$ cat config.mk
export PLATFORM = sky130hd
export DESIGN_NAME = sensor_scheduler_flat
export DESIGN_NICKNAME = d
export VERILOG_FILES = /design/src/rtl/sensor_scheduler_if.sv /design/src/rtl/sensor_scheduler.sv /design/src/flat_wrapper.sv
export SDC_FILE = /design/constraint.sdc
export NUM_CORES = 1
export LEC_CHECK = 0
export BUFFER_PORTS_ARGS = -buffer_cell sky130_fd_sc_hd__buf_2
export CORE_MARGIN = 5
export CORE_UTILIZATION = 58
export CTS_CLUSTER_DIAMETER = 30
export DETAILED_ROUTE_END_ITERATION = 6
export PLACE_DENSITY_LB_ADDON = 0.12
export SLEW_MARGIN = 20
export SYNTH_ARGS = -nofsm -noshare
export SYNTH_HDL_FRONTEND = slang
export SYNTH_SLANG_ARGS = --single-unit
$ cat constraint.sdc
create_clock -name clk -period 6.6 [get_ports clk]
set_input_delay 0.33 -clock clk [delete_from_list [all_inputs] [get_ports clk]]
set_output_delay 0.33 -clock clk [all_outputs]
set_load 0.05 [all_outputs]
$ cat src/rtl/sensor_scheduler_if.sv
// Command, sensor-array and UART-TX signals of the sensor scheduler.
// The master modport is the scheduler and the slave modport is the surrounding logic.
interface sensor_scheduler_if #(
  parameter int unsigned N_SENSORS = 4
);
  logic                      cmd_valid;
  logic [15:0]               cmd;
  logic                      cmd_ready;
  logic [N_SENSORS-1:0]      sinal_request;
  logic [15:0]               comando;
  logic [N_SENSORS-1:0]      buffer_pronto;
  logic [16*N_SENSORS-1:0]   info_bus;
  logic [N_SENSORS-1:0]      buffer_usado;
  logic                      tx_ready;
  logic                      tx_start;
  logic [7:0]                tx_data;

  modport master (
    input  cmd_valid, cmd, buffer_pronto, info_bus, tx_ready,
    output cmd_ready, sinal_request, comando, buffer_usado, tx_start, tx_data
  );

  modport slave (
    output cmd_valid, cmd, buffer_pronto, info_bus, tx_ready,
    input  cmd_ready, sinal_request, comando, buffer_usado, tx_start, tx_data
  );
endinterface

$ cat src/rtl/sensor_scheduler.sv
// Routes commands to DHT11 sensor controllers and serialises their 16-bit responses
// over a shared UART, arbitrating round-robin among controllers with a ready buffer.
module sensor_scheduler #(
  parameter int unsigned N_SENSORS = 4,
  parameter logic [3:0]  ERR_CODE  = 4'b1110
) (
  input  logic clk,
  input  logic rst_n,
  sensor_scheduler_if.master bus
);

  typedef enum logic [2:0] {
    SCAN, SEND_LO, WAIT_LO, SEND_HI, WAIT_HI, RELEASE
  } state_t;

  state_t state, stateNext;

  logic [4:0]           rrPtr, rrPtrNext;
  logic [4:0]           grant, grantNext;
  logic                 grantValid, grantValidNext;
  logic [15:0]          frame, frameNext;
  logic                 waitArmed, waitArmedNext;
  logic                 txStartNext;
  logic [7:0]           txDataNext;
  logic [N_SENSORS-1:0] usadoNext;

  logic                 errPending, errClear;
  logic [15:0]          errFrame;
  logic                 cmdAccept, addrValid;
  logic [4:0]           cmdAddr;
  logic [N_SENSORS-1:0] reqOneHot, grantOneHot;
  logic                 prontoGrant;

  logic                 found;
  logic [4:0]           foundIdx;
  logic [15:0]          foundInfo;
  int unsigned          idx;

  assign bus.cmd_ready = ~errPending;
  assign cmdAccept     = bus.cmd_valid & ~errPending;
  assign cmdAddr       = bus.cmd[4:0];

  always_comb begin
    reqOneHot   = '0;
    grantOneHot = '0;
    prontoGrant = 1'b0;
    addrValid   = (32'(cmdAddr) < N_SENSORS);
    for (int unsigned i = 0; i < N_SENSORS; i++) begin
      if (cmdAddr == 5'(i)) reqOneHot[i] = 1'b1;
      if (grant == 5'(i)) begin
        grantOneHot[i] = 1'b1;
        prontoGrant    = bus.buffer_pronto[i];
      end
    end
  end

  // First ready controller walking upward from rrPtr, wrapping at N_SENSORS.
  always_comb begin
    found     = 1'b0;
    foundIdx  = '0;
    foundInfo = '0;
    idx       = 0;
    for (int unsigned k = 0; k < N_SENSORS; k++) begin
      idx = 32'(rrPtr) + k;
      if (idx >= N_SENSORS) idx = idx - N_SENSORS;
      for (int unsigned i = 0; i < N_SENSORS; i++) begin
        if (!found && idx == i && bus.buffer_pronto[i]) begin
          found     = 1'b1;
          foundIdx  = 5'(i);
          foundInfo = bus.info_bus[16*i +: 16];
        end
      end
    end
  end

  always_ff @(posedge clk) begin
    if (!rst_n) begin
      bus.comando       <= '0;
      bus.sinal_request <= '0;
      errPending        <= 1'b0;
      errFrame          <= '0;
    end else begin
      bus.sinal_request <= '0;
      if (errClear) errPending <= 1'b0;
      if (cmdAccept) begin
        bus.comando <= bus.cmd;
        if (addrValid) begin
          bus.sinal_request <= reqOneHot;
        end else begin
          errPending <= 1'b1;
          errFrame   <= {7'b0, ERR_CODE, cmdAddr};
        end
      end
    end
  end

  always_comb begin
    stateNext      = state;
    rrPtrNext      = rrPtr;
    grantNext      = grant;
    grantValidNext = grantValid;
    frameNext      = frame;
    waitArmedNext  = 1'b0;
    txStartNext    = 1'b0;
    txDataNext     = '0;
    usadoNext      = '0;
    errClear       = 1'b0;
    case (state)
      SCAN: begin
        if (errPending) begin
          frameNext      = errFrame;
          grantValidNext = 1'b0;
          stateNext      = SEND_LO;
        end else if (found) begin
          frameNext      = foundInfo;
          grantNext      = foundIdx;
          grantValidNext = 1'b1;
          stateNext      = SEND_LO;
        end
      end
      SEND_LO: begin
        if (bus.tx_ready) begin
          txStartNext = 1'b1;
          txDataNext  = frame[7:0];
          stateNext   = WAIT_LO;
        end
      end
      // waitArmed is low on the first wait cycle, while the UART has not yet seen tx_start.
      WAIT_LO: begin
        if (waitArmed && bus.tx_ready) stateNext = SEND_HI;
        else waitArmedNext = 1'b1;
      end
      SEND_HI: begin
        if (bus.tx_ready) begin
          txStartNext = 1'b1;
          txDataNext  = frame[15:8];
          stateNext   = WAIT_HI;
        end
      end
      WAIT_HI: begin
        if (waitArmed && bus.tx_ready) begin
          if (grantValid) begin
            stateNext = RELEASE;
            usadoNext = grantOneHot;
          end else begin
            stateNext = SCAN;
            errClear  = 1'b1;
          end
        end else begin
          waitArmedNext = 1'b1;
        end
      end
      RELEASE: begin
        if (!prontoGrant) begin
          stateNext = SCAN;
          rrPtrNext = (32'(grant) + 1 >= N_SENSORS) ? '0 : grant + 5'd1;
        end else begin
          usadoNext = grantOneHot;
        end
      end
      default: stateNext = SCAN;
    endcase
  end

  always_ff @(posedge clk) begin
    if (!rst_n) begin
      state            <= SCAN;
      rrPtr            <= '0;
      grant            <= '0;
      grantValid       <= 1'b0;
      frame            <= '0;
      waitArmed        <= 1'b0;
      bus.tx_start     <= 1'b0;
      bus.tx_data      <= '0;
      bus.buffer_usado <= '0;
    end else begin
      state            <= stateNext;
      rrPtr            <= rrPtrNext;
      grant            <= grantNext;
      grantValid       <= grantValidNext;
      frame            <= frameNext;
      waitArmed        <= waitArmedNext;
      bus.tx_start     <= txStartNext;
      bus.tx_data      <= txDataNext;
      bus.buffer_usado <= usadoNext;
    end
  end

endmodule

$ cat src/flat_wrapper.sv
// flat-port wrapper written by rule: the top's interface ports become plain ports
module sensor_scheduler_flat 
#(
  parameter int unsigned N_SENSORS = 4,
  parameter logic [3:0]  ERR_CODE  = 4'b1110
)
  (clk, rst_n, bus_cmd_valid, bus_cmd, bus_buffer_pronto, bus_info_bus, bus_tx_ready, bus_cmd_ready, bus_sinal_request, bus_comando, bus_buffer_usado, bus_tx_start, bus_tx_data);
  sensor_scheduler_if #(.N_SENSORS(N_SENSORS)) bus_i ();
  input  logic clk;
  input  logic rst_n;
  input wire logic [$bits(bus_i.cmd_valid)-1:0] bus_cmd_valid;
  input wire logic [$bits(bus_i.cmd)-1:0] bus_cmd;
  input wire logic [$bits(bus_i.buffer_pronto)-1:0] bus_buffer_pronto;
  input wire logic [$bits(bus_i.info_bus)-1:0] bus_info_bus;
  input wire logic [$bits(bus_i.tx_ready)-1:0] bus_tx_ready;
  output wire logic [$bits(bus_i.cmd_ready)-1:0] bus_cmd_ready;
  output wire logic [$bits(bus_i.sinal_request)-1:0] bus_sinal_request;
  output wire logic [$bits(bus_i.comando)-1:0] bus_comando;
  output wire logic [$bits(bus_i.buffer_usado)-1:0] bus_buffer_usado;
  output wire logic [$bits(bus_i.tx_start)-1:0] bus_tx_start;
  output wire logic [$bits(bus_i.tx_data)-1:0] bus_tx_data;
  assign bus_i.cmd_valid = bus_cmd_valid;
  assign bus_i.cmd = bus_cmd;
  assign bus_i.buffer_pronto = bus_buffer_pronto;
  assign bus_i.info_bus = bus_info_bus;
  assign bus_i.tx_ready = bus_tx_ready;
  assign bus_cmd_ready = bus_i.cmd_ready;
  assign bus_sinal_request = bus_i.sinal_request;
  assign bus_comando = bus_i.comando;
  assign bus_buffer_usado = bus_i.buffer_usado;
  assign bus_tx_start = bus_i.tx_start;
  assign bus_tx_data = bus_i.tx_data;
  sensor_scheduler #(.N_SENSORS(N_SENSORS), .ERR_CODE(ERR_CODE)) u_core (.clk(clk), .rst_n(rst_n), .bus(bus_i));
endmodule
# == Yosys cells after proc, flatten, opt, wreduce, memory -nomap -nowiden ==
# Cells that the tools add are included.
# op_classes
n_addsub,9
magnitude_cmp,6
eq_ne,29
mux,92
bitwise,4
n_reduce_logical,65
# ops
op,n
$mux 16,18
$eq 32x2->1 const B,8
$eq 32x1->1 const B,4
$ge 32x3->1 const B,4
$logic_not 32->1,4
$mux 32,4
$sub 32x3->32 const B,3
$mux 1,39
$logic_and 1x1->1,32
$mux 2,14
$mux 3,8
$eq 5x2->1 const B,4
$pmux 3 s6,1
$mux 8,2
$pmux 8 s2,1
$logic_not 1->1,15
$add 5x1->6 const B,2
$add 5x2->6 const B,2
$mux 4,3
$eq 5x1->1 const B,2
$logic_not 5->1,2
$reduce_and 2->1,5
$pmux 4 s2,1
$eq 3x2->1 const B,2
17 further kinds,25
# word_totals
register_bits,71
in_bits,88
out_inout_bits,34
word_cells,218

# == Depth between registers and ports, before layout ==
# depth
word_depth,68
depth_mapped,11
depth_no_buf,9

# == Worst setup path after synthesis ==
# OpenSTA, ideal clock, no wires.
# synth_timing
path_kind,input to register
start,input port bus_buffer_pronto[2]
end,register u_core.frame[9]
setup_ps,122
arrival_ps,2308
required_ps,6478
slack_ps,4170
stages,7
n_path_buf,1
cell_sequence,buf_2 > mux4_2 > a221o_2 > nor4_4 > a21boi_2 > and2_4 > a221o_1
# synth_via
elab_chain_cells,56
elab_cells_between_ends,72
classes_between,mux (30); reduce/logical (42)
# synth_rtl
element,line,text
from (decl),flat_wrapper.sv:13,input wire logic [$bits(bus_i.buffer_pronto)-1:0] bus_buffer_pronto;
$logic_and 1x1->1,sensor_scheduler.sv:67,if (!found && idx == i && bus.buffer_pronto[i]) begin
$mux 1,sensor_scheduler.sv:67,
$logic_not 1->1,sensor_scheduler.sv:67,
$logic_and 1x1->1 (2 in series),sensor_scheduler.sv:67,
$mux 1,sensor_scheduler.sv:67,
$logic_not 1->1,sensor_scheduler.sv:67,
$logic_and 1x1->1 (2 in series),sensor_scheduler.sv:67,
$mux 1,sensor_scheduler.sv:67,
[36 not listed],n/a,
$logic_not 1->1,sensor_scheduler.sv:67,
$logic_and 1x1->1 (2 in series),sensor_scheduler.sv:67,
$mux 1,sensor_scheduler.sv:67,
$logic_not 1->1,sensor_scheduler.sv:67,
$logic_and 1x1->1 (2 in series),sensor_scheduler.sv:67,
$mux 16 / $mux 1 (equally long branches),sensor_scheduler.sv:67,
$mux 16 / $reduce_bool 2->1 (equally long branches),n/a,
$mux 16 / $reduce_and 2->1 (equally long branches),n/a,
to (signal assigned),sensor_scheduler.sv:181,frame <= frameNext;
to (decl),sensor_scheduler.sv:21,"logic [15:0] frame, frameNext;"
# Parallel ways exist; a longest one is shown, timed or not. The select of a mux whose other input is x is not followed.
# A chain may end at the register's enable or synchronous reset.

# == Worst setup path after layout ==
# layout_timing
start,register u_core.rrPtr[0]
end,register u_core.frame[15]
# layout_via
elab_chain_cells,67
elab_cells_between_ends,113
classes_between,add/sub (7); order compare (4); eq/ne (12); mux (38); reduce/logical (52)
# layout_rtl
element,line,text
from (decl),sensor_scheduler.sv:18,"logic [4:0] rrPtr, rrPtrNext;"
from (signal assigned),sensor_scheduler.sv:178,rrPtr <= rrPtrNext;
$sub 5x3->6 / $ge 5x3->1 (equally long branches),sensor_scheduler.sv:65,if (idx >= N_SENSORS) idx = idx - N_SENSORS;
$mux 32,sensor_scheduler.sv:65,
$logic_not 32->1,sensor_scheduler.sv:67,
$logic_and 1x1->1,sensor_scheduler.sv:67,
$mux 1,sensor_scheduler.sv:67,
$logic_not 1->1,sensor_scheduler.sv:67,
$logic_and 1x1->1 (2 in series),sensor_scheduler.sv:67,
$mux 1,sensor_scheduler.sv:67,
[48 not listed],n/a,
$logic_not 1->1,sensor_scheduler.sv:67,
$logic_and 1x1->1 (2 in series),sensor_scheduler.sv:67,
$mux 1,sensor_scheduler.sv:67,
$logic_not 1->1,sensor_scheduler.sv:67,
$logic_and 1x1->1 (2 in series),sensor_scheduler.sv:67,
$mux 16 / $mux 1 (equally long branches),sensor_scheduler.sv:67,
$mux 16 / $reduce_bool 2->1 (equally long branches),n/a,
$mux 16 / $reduce_and 2->1 (equally long branches),n/a,
# Parallel ways exist; a longest one is shown, timed or not. The select of a mux whose other input is x is not followed.

==> impl_metrics.tcl <==
set metrics [dict create \
    p_int_w 0.000776 \
    die_x_um 99.3 \
    clock_latency_ns 0.35 \
    fin_crit_ns 3.41 \
    required_ns 6.83 \
    post-cts-setup-buffers 0 \
    status "finished, violations left" \
    avgSynthCellArea_um2 7.70 \
    grt_pass1_vias 5235 \
    async_flop_share 0 \
    fmax_ghz 0.293 \
    routed_wl_mm 17.5 \
    area_growth_pct 16.9 \
    drt_pre_antenna_iters 7 \
    synth.distinct_cells 73 \
    worstSetupEndpointType "flip-flop" \
    regToRegSetupSlack_ns 3.19 \
    critical_path_class "flip-flop to flip-flop" \
    hold_violations 0 \
    violations "DRC" \
    stdcell_area_mm2 0.00541 \
    setup_viol 0 \
    final_cell_mix "buf_2, nand2_1, dfxtp_1" \
    grtUsageTotal 0.341 \
    synth_top_flop_cell "dfxtp_1" \
    fillers 623 \
    ys.warnings.count 0 \
    clk_pin_slew_ns 0.08 \
    crit_path_top_delay_cell "nor3b_2" \
    dp_hpwl_mm 12.6 \
    setup.worst_path.start_class "flip-flop" \
    crit_chain "mux4_2 -> a221o_2 -> nor3b_2 -> or2_2 -> o21bai_1 -> a211o_1 -> o211ai_1" \
    drive_gt1_frac 0.239 \
    rsz0062_at_grt "false" \
    stdcell_count 802 \
    overflow 0 \
    hp-class "input pin to flip-flop" \
    critPathBufInv 0 \
    drc 29 \
    tightest_slew_ns 1.15 \
    synth_area_mm2 0.00462 \
    drv_cap 0 \
    rr_endpoint "u_core.frame[15]$_SDFFE_PN0P_" \
    core_mm2 0.00773 \
    tritoncts "done" \
    post_drt_wl_per_cell_um 21.8 \
    num_vias 5544 \
    power_density_mw_per_mm2 233 \
    die_h_um 99.3 \
    tns_ns 0 \
    ant_nets 0 \
    p_leak_nw 2.21 \
    vias_per_cell 6.91 \
    htreeDepth 3 \
    grt_max_degree 53 \
    ctsResizeCount 0 \
    drv_slew 0 \
    worst_clock_skew_ns 0.0103 \
    antenna_found_initial 0 \
    grt_pass1_wl_mm 27.1 \
    slowest_delay_ns 0.87 \
    hold_depth 2 \
    cts_buffers 9 \
    final_common_cell "buf_2" \
    hold_end "u_core.bus.sinal_request[0]$_SDFF_PN0_" \
    boundaryPins 122 \
    start_util 0.598 \
    critical_path.max_fanout 36 \
    placed_cells 786 \
    nNetsFinal 787 \
    port_buffers 121 \
    path_delay_family "simple AND/OR/NAND/NOR gates" \
    drt_iter0_drc 630 \
    clkSinkCount 66 \
    hp-start "bus_cmd[1]" \
    placed_cell_area_mm2 0.00519 \
    r2r_cells 7 \
    yosysSeqAreaShare 0.286 \
    finalCritPeriodShare 0.517 \
    pwr-share-comb 0.317 \
    antennaDiodeCount 0 \
    cts-root-buf "clkbuf_8" \
    synth_enable_flop_cells 0 \
    hold_slack_ns 0.203 \
    place_congestion 0.997 \
    cp_data_arrival_time_ns 3.64 \
    cts_max_path_buffers 2 \
    worst_slew_margin_rel 0.231 \
    rows 32 \
    r2r-start "u_core.rrPtr[0]$_SDFFE_PN0P_" \
    syn_inst 600 \
    peakVddDrop_mv 0.229 \
    seqPwrFrac 0.402 \
    clock_power_share 0.282 \
    ys_seq_elements 66 \
    dieArea_mm2 0.00985 \
    syn_nets 692 \
    switching_share 0.385 \
    holdBufCountCts 0 \
    net-switching-power_w 0.000486 \
]
-- cells by family after synthesis --
family | Yosys count | share of synthesized area
AO/OA/AOI/OAI | 230 | 0.357
XOR/XNOR | 2 | 0.00379
adder cells (fa/ha/maj) | 4 | 0.0108
buffers and inverters | 54 | 0.0525
flip-flops | 66 | 0.286
multiplexers | 11 | 0.0268
AND/OR/NAND/NOR | 233 | 0.263
-- worst reg2reg max path: stages (launching register included) --
cell	delay (ns)
dfxtp_2	0.71
mux4_2	0.63
a221o_2	0.48
nor3b_2	0.87
or2_2	0.29
o21bai_1	0.12
a211o_1	0.12
o211ai_1	0.08
-- Yosys cell counts, types with 6 or more instances --
master / count / area share
o21ai_0: 28 / 0.030
o221ai_1: 11 / 0.021
nor2b_1: 8 / 0.011
nand2b_1: 12 / 0.016
and2_1: 6 / 0.0081
a222oi_1: 7 / 0.015
a21boi_0: 25 / 0.041
o22ai_1: 7 / 0.0095
mux2i_1: 9 / 0.019
nand2_1: 109 / 0.089
inv_1: 12 / 0.0097
a31oi_1: 15 / 0.020
a211oi_1: 7 / 0.011
a21oi_1: 38 / 0.041
a221oi_1: 10 / 0.019
o211ai_1: 6 / 0.0097
nor3_1: 8 / 0.0087
nand3_1: 13 / 0.014
dfxtp_1: 66 / 0.29
a22oi_1: 21 / 0.034
nor2_1: 29 / 0.024
clkbuf_1: 30 / 0.024
a32o_1: 7 / 0.015
-- layout make-up --
class                           instances  area [um2]  share of cell area
Clock buffer                            9         124              0.0229
Clock inverter                          7        82.6              0.0153
Inverter                               12        45.0             0.00833
Multi-Input combinational cell        480        3060               0.566
Sequential cell                        66        1320               0.245
Tap cell                              102         128              0.0236
Timing Repair Buffer                  126         643               0.119
-- how the worst max path moves through the flow --
stage / startpoint / endpoint / cells after the start / slack [ns]
final: u_core.rrPtr[0]$_SDFFE_PN0P_ / u_core.frame[15]$_SDFFE_PN0P_ / 7 / 3.19
after global routing: u_core.rrPtr[0]$_SDFFE_PN0P_ / u_core.frame[15]$_SDFFE_PN0P_ / 7 / 3.02
after CTS: u_core.rrPtr[0]$_SDFFE_PN0P_ / u_core.frame[5]$_SDFFE_PN0P_ / 7 / 2.87
after detailed placement: u_core.rrPtr[0]$_SDFFE_PN0P_ / u_core.frame[5]$_SDFFE_PN0P_ / 7 / 2.91
after global placement: u_core.rrPtr[0]$_SDFFE_PN0P_ / u_core.frame[5]$_SDFFE_PN0P_ / 7 / 3.03
after floorplan: bus_buffer_pronto[2] / u_core.frame[9]$_SDFFE_PN0P_ / 7 / 4.17
-- stage by stage --
stage | util | total power, W | setup WS [ns]
after floorplan | - | 0.000765 | 4.17
after global placement | 0.672 | 0.000880 | 3.03
after detailed placement | 0.672 | 0.000894 | 2.91
after CTS | 0.699 | 0.00125 | 2.87
after global routing | 0.699 | 0.00132 | 3.02
final | 0.699 | 0.00126 | 3.19
-- sequential cells by signal (all words and copies together), names as in the netlist --
register                  flops
u_core.bus.tx_start           1
u_core.state                  3
u_core.bus.comando           16
u_core.grant                  2
u_core.bus.tx_data            8
u_core.grantValid             1
u_core.rrPtr                  3
u_core.bus.buffer_usado       4
u_core.waitArmed              1
u_core.errFrame               6
u_core.frame                 16
u_core.bus.sinal_request      4
u_core.errPending             1
-- routing by layer --
layer / vias up / track usage / part of all wire
met1: 2576 / 0.434 / 0.38
met3: 73 / 0.0877 / 0.13
met2: 425 / 0.556 / 0.46
li1: 2470 / - / -
met4: 0 / 0.127 / 0.030
met5: - / 0 / 0
-- power by group through the flow --
stage / Clock, W / Combinational (W) / Sequential (W)
2_1_floorplan: 0 / 0.000253 / 0.000512
3_3_place_gp: 0 / 0.000371 / 0.000509
3_5_place_dp: 0 / 0.000382 / 0.000512
4_1_cts: 0.000357 / 0.000389 / 0.000503
5_1_grt: 0.000379 / 0.000430 / 0.000512
6_report: 0.000355 / 0.000400 / 0.000507
(Power assumes the default switching activity.)
